**src/rtl/branch_resolve_unit_pkg.sv**
```systemverilog
// Shared definitions for branch resolution: PC step and the per-stage prediction record.
// The hazard unit uses the same record layout.
package branch_resolve_unit_pkg;

    localparam int unsigned PC_STEP = 4;
    localparam int unsigned XLEN    = 32;

    typedef struct packed {
        logic            valid;
        logic [XLEN-1:0] pc;
        logic            pred_taken;
        logic [XLEN-1:0] pred_target;
        logic            hit;
    } stage_rec_t;

    // Stage payload without the valid bit: {pc, pred_taken, pred_target, hit}
    function automatic int stage_payload_width(input int pc_w);
        return 2 * pc_w + 2;
    endfunction

endpackage

```
**src/rtl/pred_stage_reg.sv**
```systemverilog
// One pipeline stage of carried BTB prediction: valid bit plus packed payload.
// Priority: rst > clear > hold > load (bubble loads with valid forced low).
module pred_stage_reg
    import branch_resolve_unit_pkg::*;
#(
    parameter int PC_W = 32,
    localparam int PW  = stage_payload_width(PC_W)
) (
    input  logic          clk,
    input  logic          rst,
    input  logic          i_clear,
    input  logic          i_hold,
    input  logic          i_bubble,
    input  logic          i_valid,
    input  logic [PW-1:0] i_payload,
    output logic          o_valid,
    output logic [PW-1:0] o_payload
);

    logic          r_valid;
    logic [PW-1:0] r_payload;

    always_ff @(posedge clk) begin
        if (rst) begin
            r_valid   <= 1'b0;
            r_payload <= '0;
        end else if (i_clear) begin
            r_valid <= 1'b0;
        end else if (!i_hold) begin
            r_valid   <= i_valid & ~i_bubble;
            r_payload <= i_payload;
        end
    end

    assign o_valid   = r_valid;
    assign o_payload = r_payload;

endmodule

```
**src/rtl/branch_resolve_unit.sv**
```systemverilog
// Execute-stage branch resolution: compares carried BTB predictions with actual outcome,
// drives BTB write, redirect and flush, and keeps saturating branch/mispredict counters.
module branch_resolve_unit
    import branch_resolve_unit_pkg::*;
#(
    parameter int d_width   = 32,
    parameter int CNT_WIDTH = 32
) (
    input  logic                 clk,
    input  logic                 rst,
    input  logic                 i_F_valid,
    input  logic [d_width-1:0]   i_F_PC,
    input  logic                 i_F_hit_btb,
    input  logic                 i_F_jump,
    input  logic [d_width-1:0]   i_F_PC_target,
    input  logic                 i_stall_FD,
    input  logic                 i_stall_E,
    input  logic                 i_E_is_branch,
    input  logic                 i_E_taken,
    input  logic [d_width-1:0]   i_E_PC_branch,
    output logic                 o_update_btb,
    output logic [d_width-1:0]   o_E_PC_cur,
    output logic [d_width-1:0]   o_E_PC_branch,
    output logic                 o_jump,
    output logic                 o_redirect,
    output logic [d_width-1:0]   o_PC_redirect,
    output logic                 o_flush,
    output logic [CNT_WIDTH-1:0] o_cnt_branch,
    output logic [CNT_WIDTH-1:0] o_cnt_mispredict
);

    localparam int PW = stage_payload_width(d_width);
    localparam logic [d_width-1:0] W_STEP = d_width'(PC_STEP);

    logic [PW-1:0]      w_f_payload;
    logic [PW-1:0]      w_d_payload;
    logic [PW-1:0]      w_e_payload;
    logic               w_d_valid;
    logic               w_e_valid;
    logic [d_width-1:0] w_e_pc;
    logic [d_width-1:0] w_e_pred_target;
    logic [d_width-1:0] w_e_pc_next;
    logic               w_e_pred_taken;
    logic               w_e_hit;
    logic               w_active;
    logic               w_mispredict_raw;
    logic               w_mispredict;
    logic               w_update;

    logic                 r_e_done;
    logic [CNT_WIDTH-1:0] r_cnt_branch;
    logic [CNT_WIDTH-1:0] r_cnt_mispredict;

    assign w_f_payload = {i_F_PC, i_F_hit_btb & i_F_jump, i_F_PC_target, i_F_hit_btb};

    pred_stage_reg #(.PC_W(d_width)) u_stage_d (
        .clk       (clk),
        .rst       (rst),
        .i_clear   (w_mispredict),
        .i_hold    (i_stall_E | i_stall_FD),
        .i_bubble  (1'b0),
        .i_valid   (i_F_valid),
        .i_payload (w_f_payload),
        .o_valid   (w_d_valid),
        .o_payload (w_d_payload)
    );

    pred_stage_reg #(.PC_W(d_width)) u_stage_e (
        .clk       (clk),
        .rst       (rst),
        .i_clear   (w_mispredict),
        .i_hold    (i_stall_E),
        .i_bubble  (i_stall_FD),
        .i_valid   (w_d_valid),
        .i_payload (w_d_payload),
        .o_valid   (w_e_valid),
        .o_payload (w_e_payload)
    );

    assign w_e_pc          = w_e_payload[PW-1 -: d_width];
    assign w_e_pred_taken  = w_e_payload[d_width+1];
    assign w_e_pred_target = w_e_payload[d_width:1];
    assign w_e_hit         = w_e_payload[0];
    assign w_e_pc_next     = w_e_pc + W_STEP;

    assign w_active = w_e_valid & ~r_e_done;

    // A non-branch with a taken prediction is a BTB alias and always mispredicts.
    always_comb begin
        w_mispredict_raw = w_e_pred_taken;
        if (i_E_is_branch) begin
            w_mispredict_raw = (w_e_pred_taken != i_E_taken) |
                               (w_e_pred_taken & i_E_taken & (w_e_pred_target != i_E_PC_branch));
        end
    end

    assign w_mispredict = w_active & w_mispredict_raw;
    assign w_update     = w_active & ((i_E_is_branch & (~w_e_hit | w_mispredict_raw)) |
                                      (~i_E_is_branch & w_e_pred_taken));

    assign o_redirect    = w_mispredict;
    assign o_flush       = w_mispredict;
    assign o_PC_redirect = !w_mispredict ? '0 :
                           (i_E_taken & i_E_is_branch) ? i_E_PC_branch : w_e_pc_next;
    assign o_update_btb  = w_update;
    assign o_jump        = w_update & i_E_is_branch & i_E_taken;
    assign o_E_PC_branch = !w_update ? '0 : (i_E_is_branch ? i_E_PC_branch : w_e_pc_next);
    assign o_E_PC_cur    = w_e_pc;

    // done keeps a frozen instruction from acting again while i_stall_E holds it
    always_ff @(posedge clk) begin
        if (rst || w_mispredict) begin
            r_e_done <= 1'b0;
        end else if (i_stall_E) begin
            r_e_done <= r_e_done | w_active;
        end else begin
            r_e_done <= 1'b0;
        end
    end

    always_ff @(posedge clk) begin
        if (rst) begin
            r_cnt_branch     <= '0;
            r_cnt_mispredict <= '0;
        end else begin
            if (w_active && i_E_is_branch && (r_cnt_branch != '1)) begin
                r_cnt_branch <= r_cnt_branch + CNT_WIDTH'(1);
            end
            if (w_mispredict && (r_cnt_mispredict != '1)) begin
                r_cnt_mispredict <= r_cnt_mispredict + CNT_WIDTH'(1);
            end
        end
    end

    assign o_cnt_branch     = r_cnt_branch;
    assign o_cnt_mispredict = r_cnt_mispredict;

endmodule

```
**config.mk**
```make
export PLATFORM = sky130hd
export DESIGN_NAME = branch_resolve_unit
export DESIGN_NICKNAME = d
export VERILOG_FILES = /design/src/rtl/branch_resolve_unit_pkg.sv /design/src/rtl/pred_stage_reg.sv /design/src/rtl/branch_resolve_unit.sv
export SDC_FILE = /design/constraint.sdc
export NUM_CORES = 1
export LEC_CHECK = 0
export ABC_CLOCK_PERIOD_IN_PS = 3600
export CAP_MARGIN = 0
export CORE_MARGIN = 8
export CORE_UTILIZATION = 55
export CTS_BUF_LIST = sky130_fd_sc_hd__clkbuf_16
export DETAILED_ROUTE_END_ITERATION = 8
export DONT_BUFFER_PORTS = 1
export GPL_TIMING_DRIVEN = 0
export PLACE_DENSITY = 0.73
export SETUP_SLACK_MARGIN = 0.4
export SLEW_MARGIN = 30
export SYNTH_ARGS = -nofsm -noshare
export SYNTH_HDL_FRONTEND = slang
export SYNTH_SLANG_ARGS = --single-unit
```
**constraint.sdc**
```tcl
create_clock -name clk -period 3.6 [get_ports clk]
set_clock_uncertainty 0.2 [all_clocks]
set_input_delay 0 -clock clk [delete_from_list [all_inputs] [get_ports clk]]
set_output_delay 0 -clock clk [all_outputs]
set_load 0.1 [all_outputs]
```
* Yosys cells after proc, flatten, opt, wreduce, memory -nomap -nowiden *
Index checks and enable logic that the tools add are counted.
W data, S select, Z words.

word-level totals
  flip-flop bits (word level) = 199
  latch bits = 0
  RAM bits = 0
  memory bits (read-only) = 0
  input port bits = 105
  output and inout port bits = 164
  memories kept = 0

operators by class
  add/subtract/negate cells = 3
  multiply operators = 0
  divide/modulo/power cells = 0
  magnitude comparators = 0
  equality and inequality tests = 4
  shift operators = 0
  mux-type cells = 5
  bitwise gates (word level) = 24
  reduce and logical (&&, ||, !) cells = 8

operator list
  cell                     count
  $mux W32                 4
  $add A32 B1 Y32 const B  2
  $ne A32 B32 Y1 const B   2
  $add A32 B3 Y32 const B  1
  $ne A32 B32 Y1           1
  $and A1 B1 Y1            12
  $not A1 Y1               7
  $or A1 B1 Y1             5
  $reduce_and A2 Y1        2
  $reduce_or A2 Y1         2
  $logic_and A1 B1 Y1      3
  $logic_or A1 B1 Y1       1
  $mux W1                  1
  $ne A1 B1 Y1             1

* Depth between registers and ports, before layout *
  depth after elaboration = 10
  depth in mapped cells = 9
  mapped depth without buffers = 8

* Hierarchy *
From an unflattened synthesis, not the netlist that was laid out.

second synthesis, totals
  cells, all modules = 1,286
  area total of the unflattened synthesis = 10,493.8 sq um

modules (own cells, without submodules)
  module               instances  cells each  area each (sq um)
  pred_stage_reg       2          303         2,771.4
  branch_resolve_unit  1          680         4,951.0

* Worst setup path after synthesis *
Ideal clock, no wire load.

  path type = register to output
  from = reg u_stage_e.r_payload[43], in the netlist u_stage_e.o_payload[43]
  to = out o_PC_redirect[25]
  arrival = 3,871 ps
  data required time = 3,400 ps
  setup slack = -471 ps
  cell stages (with the launch flop) = 8
  path through = dfxtp_1 and4_1 and4_1 and4b_1 or3b_2 xnor2_1 nor2_1 nor3_1

on the way
  word-level cells in the longest chain between the ends = 3

RTL lines
  item                      line                        text
  start: declaration        pred_stage_reg.sv:21        logic [PW-1:0] r_payload;
  start signal: assignment  pred_stage_reg.sv:31        r_payload <= i_payload;
  $add A32 B3 Y32           branch_resolve_unit.sv:84   assign w_e_pc_next = w_e_pc + W_STEP;
  $mux W32                  branch_resolve_unit.sv:104  (i_E_taken & i_E_is_branch) ? i_E_PC_branch : w_e_pc_next;
  $mux W32                  branch_resolve_unit.sv:103  assign o_PC_redirect = !w_mispredict ? '0 :
  end: declaration          branch_resolve_unit.sv:26   output logic [d_width-1:0] o_PC_redirect,

Every way passes these cells.

* Worst setup path in the final report *
  from = reg u_stage_e.r_payload[22], in the netlist u_stage_e.o_payload[22]
  to = reg u_stage_d.r_payload[24], in the netlist u_stage_d.o_payload[24]

on the way
  word-level cells in the longest chain between the ends = 7

RTL lines
  item                                line                       text
  $ne A32 B32 Y1                      branch_resolve_unit.sv:93  (w_e_pred_taken & i_E_taken & (w_e_pred_target != i_E_PC_branch));
  $and A1 B1 Y1                       branch_resolve_unit.sv:93
  $or A1 B1 Y1                        branch_resolve_unit.sv:92  w_mispredict_raw = (w_e_pred_taken != i_E_taken) |
  $mux W1                             branch_resolve_unit.sv:91  if (i_E_is_branch) begin
  $and A1 B1 Y1                       branch_resolve_unit.sv:97  assign w_mispredict = w_active & w_mispredict_raw;
  $not A1 Y1 (no source line)         --
  $reduce_and A2 Y1 (no source line)  --
  end signal: assignment              pred_stage_reg.sv:31
  end: declaration                    pred_stage_reg.sv:21

Every way passes these cells.
A chain may end at the register's enable or synchronous reset.

==> run_summary.xml <==
<?xml version="1.0" encoding="UTF-8"?>
<metrics>
  <group name="yosys">
    <metric name="synth_top_flop_cell" unit="">dfxtp_1</metric>
    <metric name="post_synthesis_async_set_or_reset_flop_share" unit="%">0</metric>
    <metric name="synth-seq-cells" unit="">199</metric>
    <metric name="yosys.cell_count.top_type" unit="">dfxtp_1</metric>
    <metric name="cell_taking_the_most_area_after_synthesis" unit="">dfxtp_1</metric>
    <metric name="syn-num-nets" unit="">1340</metric>
    <metric name="synthesis.area" unit="mm²">0.00988</metric>
    <metric name="yosysWarnings" unit="">0</metric>
    <metric name="synth_commonest_cells" unit="">199 x dfxtp_1, 186 x nor2_1, 127 x nand2_1</metric>
    <metric name="post_synth_main_area_contributors" unit="">dfxtp_1 40%, mux2i_1 7.8%, nor2_1 7.1%, a21oi_1 6.4%, nand3_1 5.2%</metric>
    <metric name="synth-edff-count" unit="">0</metric>
    <metric name="syn-instance-count" unit="">1231</metric>
    <metric name="seq_area_frac_synth" unit="%">40.3</metric>
    <metric name="syn_avg_cell_area" unit="µm²">8.03</metric>
    <metric name="yosys.cell_types.count" unit="">54</metric>
    <metric name="yosysTopAreaCellShare" unit="%">40.3</metric>
  </group>
  <group name="placement">
    <metric name="routabilityCongestion" unit="">0.988</metric>
    <metric name="dpl.hpwl" unit="µm">26900</metric>
    <metric name="placed_cell_area" unit="mm²">0.0115</metric>
    <metric name="post-place-cells" unit="">1483</metric>
    <metric name="numPortBuffers" unit="">0</metric>
  </group>
  <group name="timing">
    <metric name="report.final.slew_viol_count" unit="">0</metric>
    <metric name="finalSetupViolCount" unit="">0</metric>
    <metric name="finalCriticalPeriod" unit="ps">3320</metric>
    <metric name="worstMarginPinSlew" unit="ps">1050</metric>
    <metric name="rsz_0062_raised_after_global_routing" unit="">true</metric>
    <metric name="max_clock_freq" unit="MHz">301</metric>
    <metric name="slew_headroom" unit="%">29.9</metric>
    <metric name="final_critical_path_share_of_the_clock_period" unit="%">92.2</metric>
    <metric name="final-hold-violation-count" unit="">0</metric>
  </group>
  <group name="cts">
    <metric name="cts.sinks" unit="">199</metric>
    <metric name="htree_levels" unit="">4</metric>
    <metric name="clk_root_buffer_cell" unit="">clkbuf_16</metric>
    <metric name="cts_inserted_buffers" unit="">17</metric>
    <metric name="clock_latency_on_the_worst_skew_pair" unit="ps">430</metric>
    <metric name="tritoncts" unit="">done</metric>
    <metric name="clock_tree.buffer_depth" unit="">2</metric>
    <metric name="clk_transition_reported_paths" unit="ps">80</metric>
  </group>
  <group name="critical_path">
    <metric name="critPathArrivalTime" unit="ps">3460</metric>
    <metric name="setup.worst_path.end_class" unit="">flop</metric>
    <metric name="critical_path_required" unit="ps">3740</metric>
    <metric name="criticalPathCategory" unit="">reg2reg</metric>
    <metric name="crit_path_max_fanout" unit="">10</metric>
    <metric name="start_kind" unit="">flop</metric>
  </group>
  <group name="floorplan">
    <metric name="core_area" unit="mm²">0.0178</metric>
    <metric name="die_width" unit="µm">150</metric>
    <metric name="starting_density_of_the_core" unit="%">55.6</metric>
    <metric name="num_io_pins" unit="">269</metric>
    <metric name="die_height" unit="µm">150</metric>
    <metric name="die_area" unit="mm²">0.0225</metric>
    <metric name="rows" unit="">49</metric>
  </group>
  <group name="flow_run">
    <metric name="maxCapViolations" unit="">0</metric>
  </group>
  <group name="final_layout">
    <metric name="post_route_cells_drive_above_1_share" unit="%">22.9</metric>
    <metric name="multi_input_area" unit="mm²">0.00615</metric>
    <metric name="nets" unit="">1499</metric>
    <metric name="layout-area-overhead-vs-synth" unit="%">37.8</metric>
    <metric name="antenna_cells" unit="">0</metric>
    <metric name="final_cells" unit="">1632</metric>
    <metric name="finish.instance_area" unit="mm²">0.0136</metric>
    <metric name="n_fill_cell" unit="">1166</metric>
    <metric name="seq_area" unit="mm²">0.00415</metric>
  </group>
  <group name="power">
    <metric name="vdd_drop_max" unit="mV">0.344</metric>
    <metric name="pwr_density_cell" unit="mW/mm²">346</metric>
    <metric name="total_leakage_power" unit="nW">4.80</metric>
  </group>
  <group name="route">
    <metric name="antenna_left" unit="">0</metric>
    <metric name="postRouteWirelength" unit="µm">37800</metric>
    <metric name="detail_route.iter0.violations" unit="">605</metric>
    <metric name="dr.pass1.iters" unit="">8</metric>
    <metric name="wl_per_cell" unit="µm">23.1</metric>
    <metric name="dr_vias_cell" unit="">6.11</metric>
    <metric name="via_count" unit="">9964</metric>
    <metric name="drc_errors" unit="">0</metric>
  </group>
  <group name="global_route">
    <metric name="initial_antenna_violation_count" unit="">0</metric>
    <metric name="grt_usage" unit="%">31.7</metric>
    <metric name="grt_pass1_wl" unit="µm">55400</metric>
    <metric name="grt-ovfl-total" unit="">0</metric>
    <metric name="grt_max_degree" unit="">19</metric>
    <metric name="first_global_vias" unit="">9791</metric>
  </group>
  <group name="status">
    <metric name="run_status" unit="">finished clean</metric>
  </group>
  <group name="worst_hold_path">
    <metric name="min-delay-path-class" unit="">in2reg</metric>
  </group>
</metrics>
-- report_power, final --
| group | internal [W] | switching, W |
|---|---|---|
| Combinational | 0.000200 | 0.000352 |
| Clock | 0.000969 | 0.000910 |
| Sequential | 0.00223 | 0.0000475 |
-- layout by cell type, fill, tap and decap left out, drive strengths merged, types with 28 or more instances in the layout --
cell type,count
dlygate4sd3,102
xor2,30
xnor2,57
a21oi,126
nand3,102
or3,28
clkbuf,76
mux2i,77
nand4,29
nor2,186
nand2,127
o21ai,28
buf,90
dfxtp,199
-- registers in the layout (all words and copies together) (netlist names) --
register / cells
o_cnt_mispredict: 32
u_stage_e.o_valid: 1
u_stage_e.o_payload: 66
o_cnt_branch: 32
r_e_done: 1
u_stage_d.o_valid: 1
u_stage_d.o_payload: 66
-- repair_timing --
| item | CTS | global route |
|---|---|---|
| hold buffers | 101 | 0 |
| endpoints found under the hold margin | 128 | 0 |
| pin swaps | 14 | 22 |
| resized for setup | 66 | 63 |
| endpoints found under the setup margin | 161 | 160 |
| setup buffers | 4 | 10 |
-- worst max-delay path, cell delays in order (launching register included) --
cell and delay (ps):
dfxtp_1 350, xnor2_1 230, nand4_1 250, nor4_4 320
a21oi_2 160, nor2_4 190, clkbuf_4 320, buf_2 280
nand3_1 110, dlygate4sd3_1 610, a21oi_1 200
-- worst paths after layout --
check	from	slack, ps	cells past startpoint	endpoint
worst max-delay path	u_stage_e.o_payload[22]	280	10	u_stage_d.o_payload[24]
worst max register to register	u_stage_e.o_payload[22]	280	10	u_stage_d.o_payload[24]
worst min register to register	u_stage_d.o_payload[47]	260	2	u_stage_d.o_payload[47]
worst min-delay path	i_E_PC_branch[24]	50	7	o_cnt_mispredict[2]
-- through the flow --
step	TNS, ps	util, %	hold WS (ps)	power, W	setup slack, ps
global placement	-15340	57.8	-49.8	0.00274	-1070
finish	0	76.6	53.4	0.00471	280
CTS	0	74.8	44.1	0.00471	387
global route	0	76.6	76.1	0.00484	200
floorplan	-2360	-	-59.0	0.00265	-223
detailed placement	-514	64.5	-43.9	0.00278	-232
-- layout make-up --
type / instances / area share (%)
inverters: 11 / 0.359
repair buffers: 140 / 13.0
well taps: 229 / 2.11
flip-flops and latches: 199 / 30.5
clock inverters: 15 / 1.07
plain buffers: 111 / 4.70
clock buffers: 17 / 3.13
multi-input cells: 910 / 45.2
-- per-layer routing --
metal | part of all wire (%) | up-vias | GRT usage [%]
met1 | 36 | 4747 | 34.1
li1 | - | 4543 | -
met2 | 48 | 532 | 54.0
met5 | 0 | - | 0
met4 | 5.7 | 0 | 17.5
met3 | 11 | 142 | 10.6
-- cells by family after synthesis --
kind of cell / share of synthesized area (%)
compound gates: 10.1
mux: 8.03
simple gates: 27.0
flops: 40.3
xor+xnor: 7.71
buf+inv: 6.38
fa+ha+maj: 0.507
(Power assumes the default switching activity.)
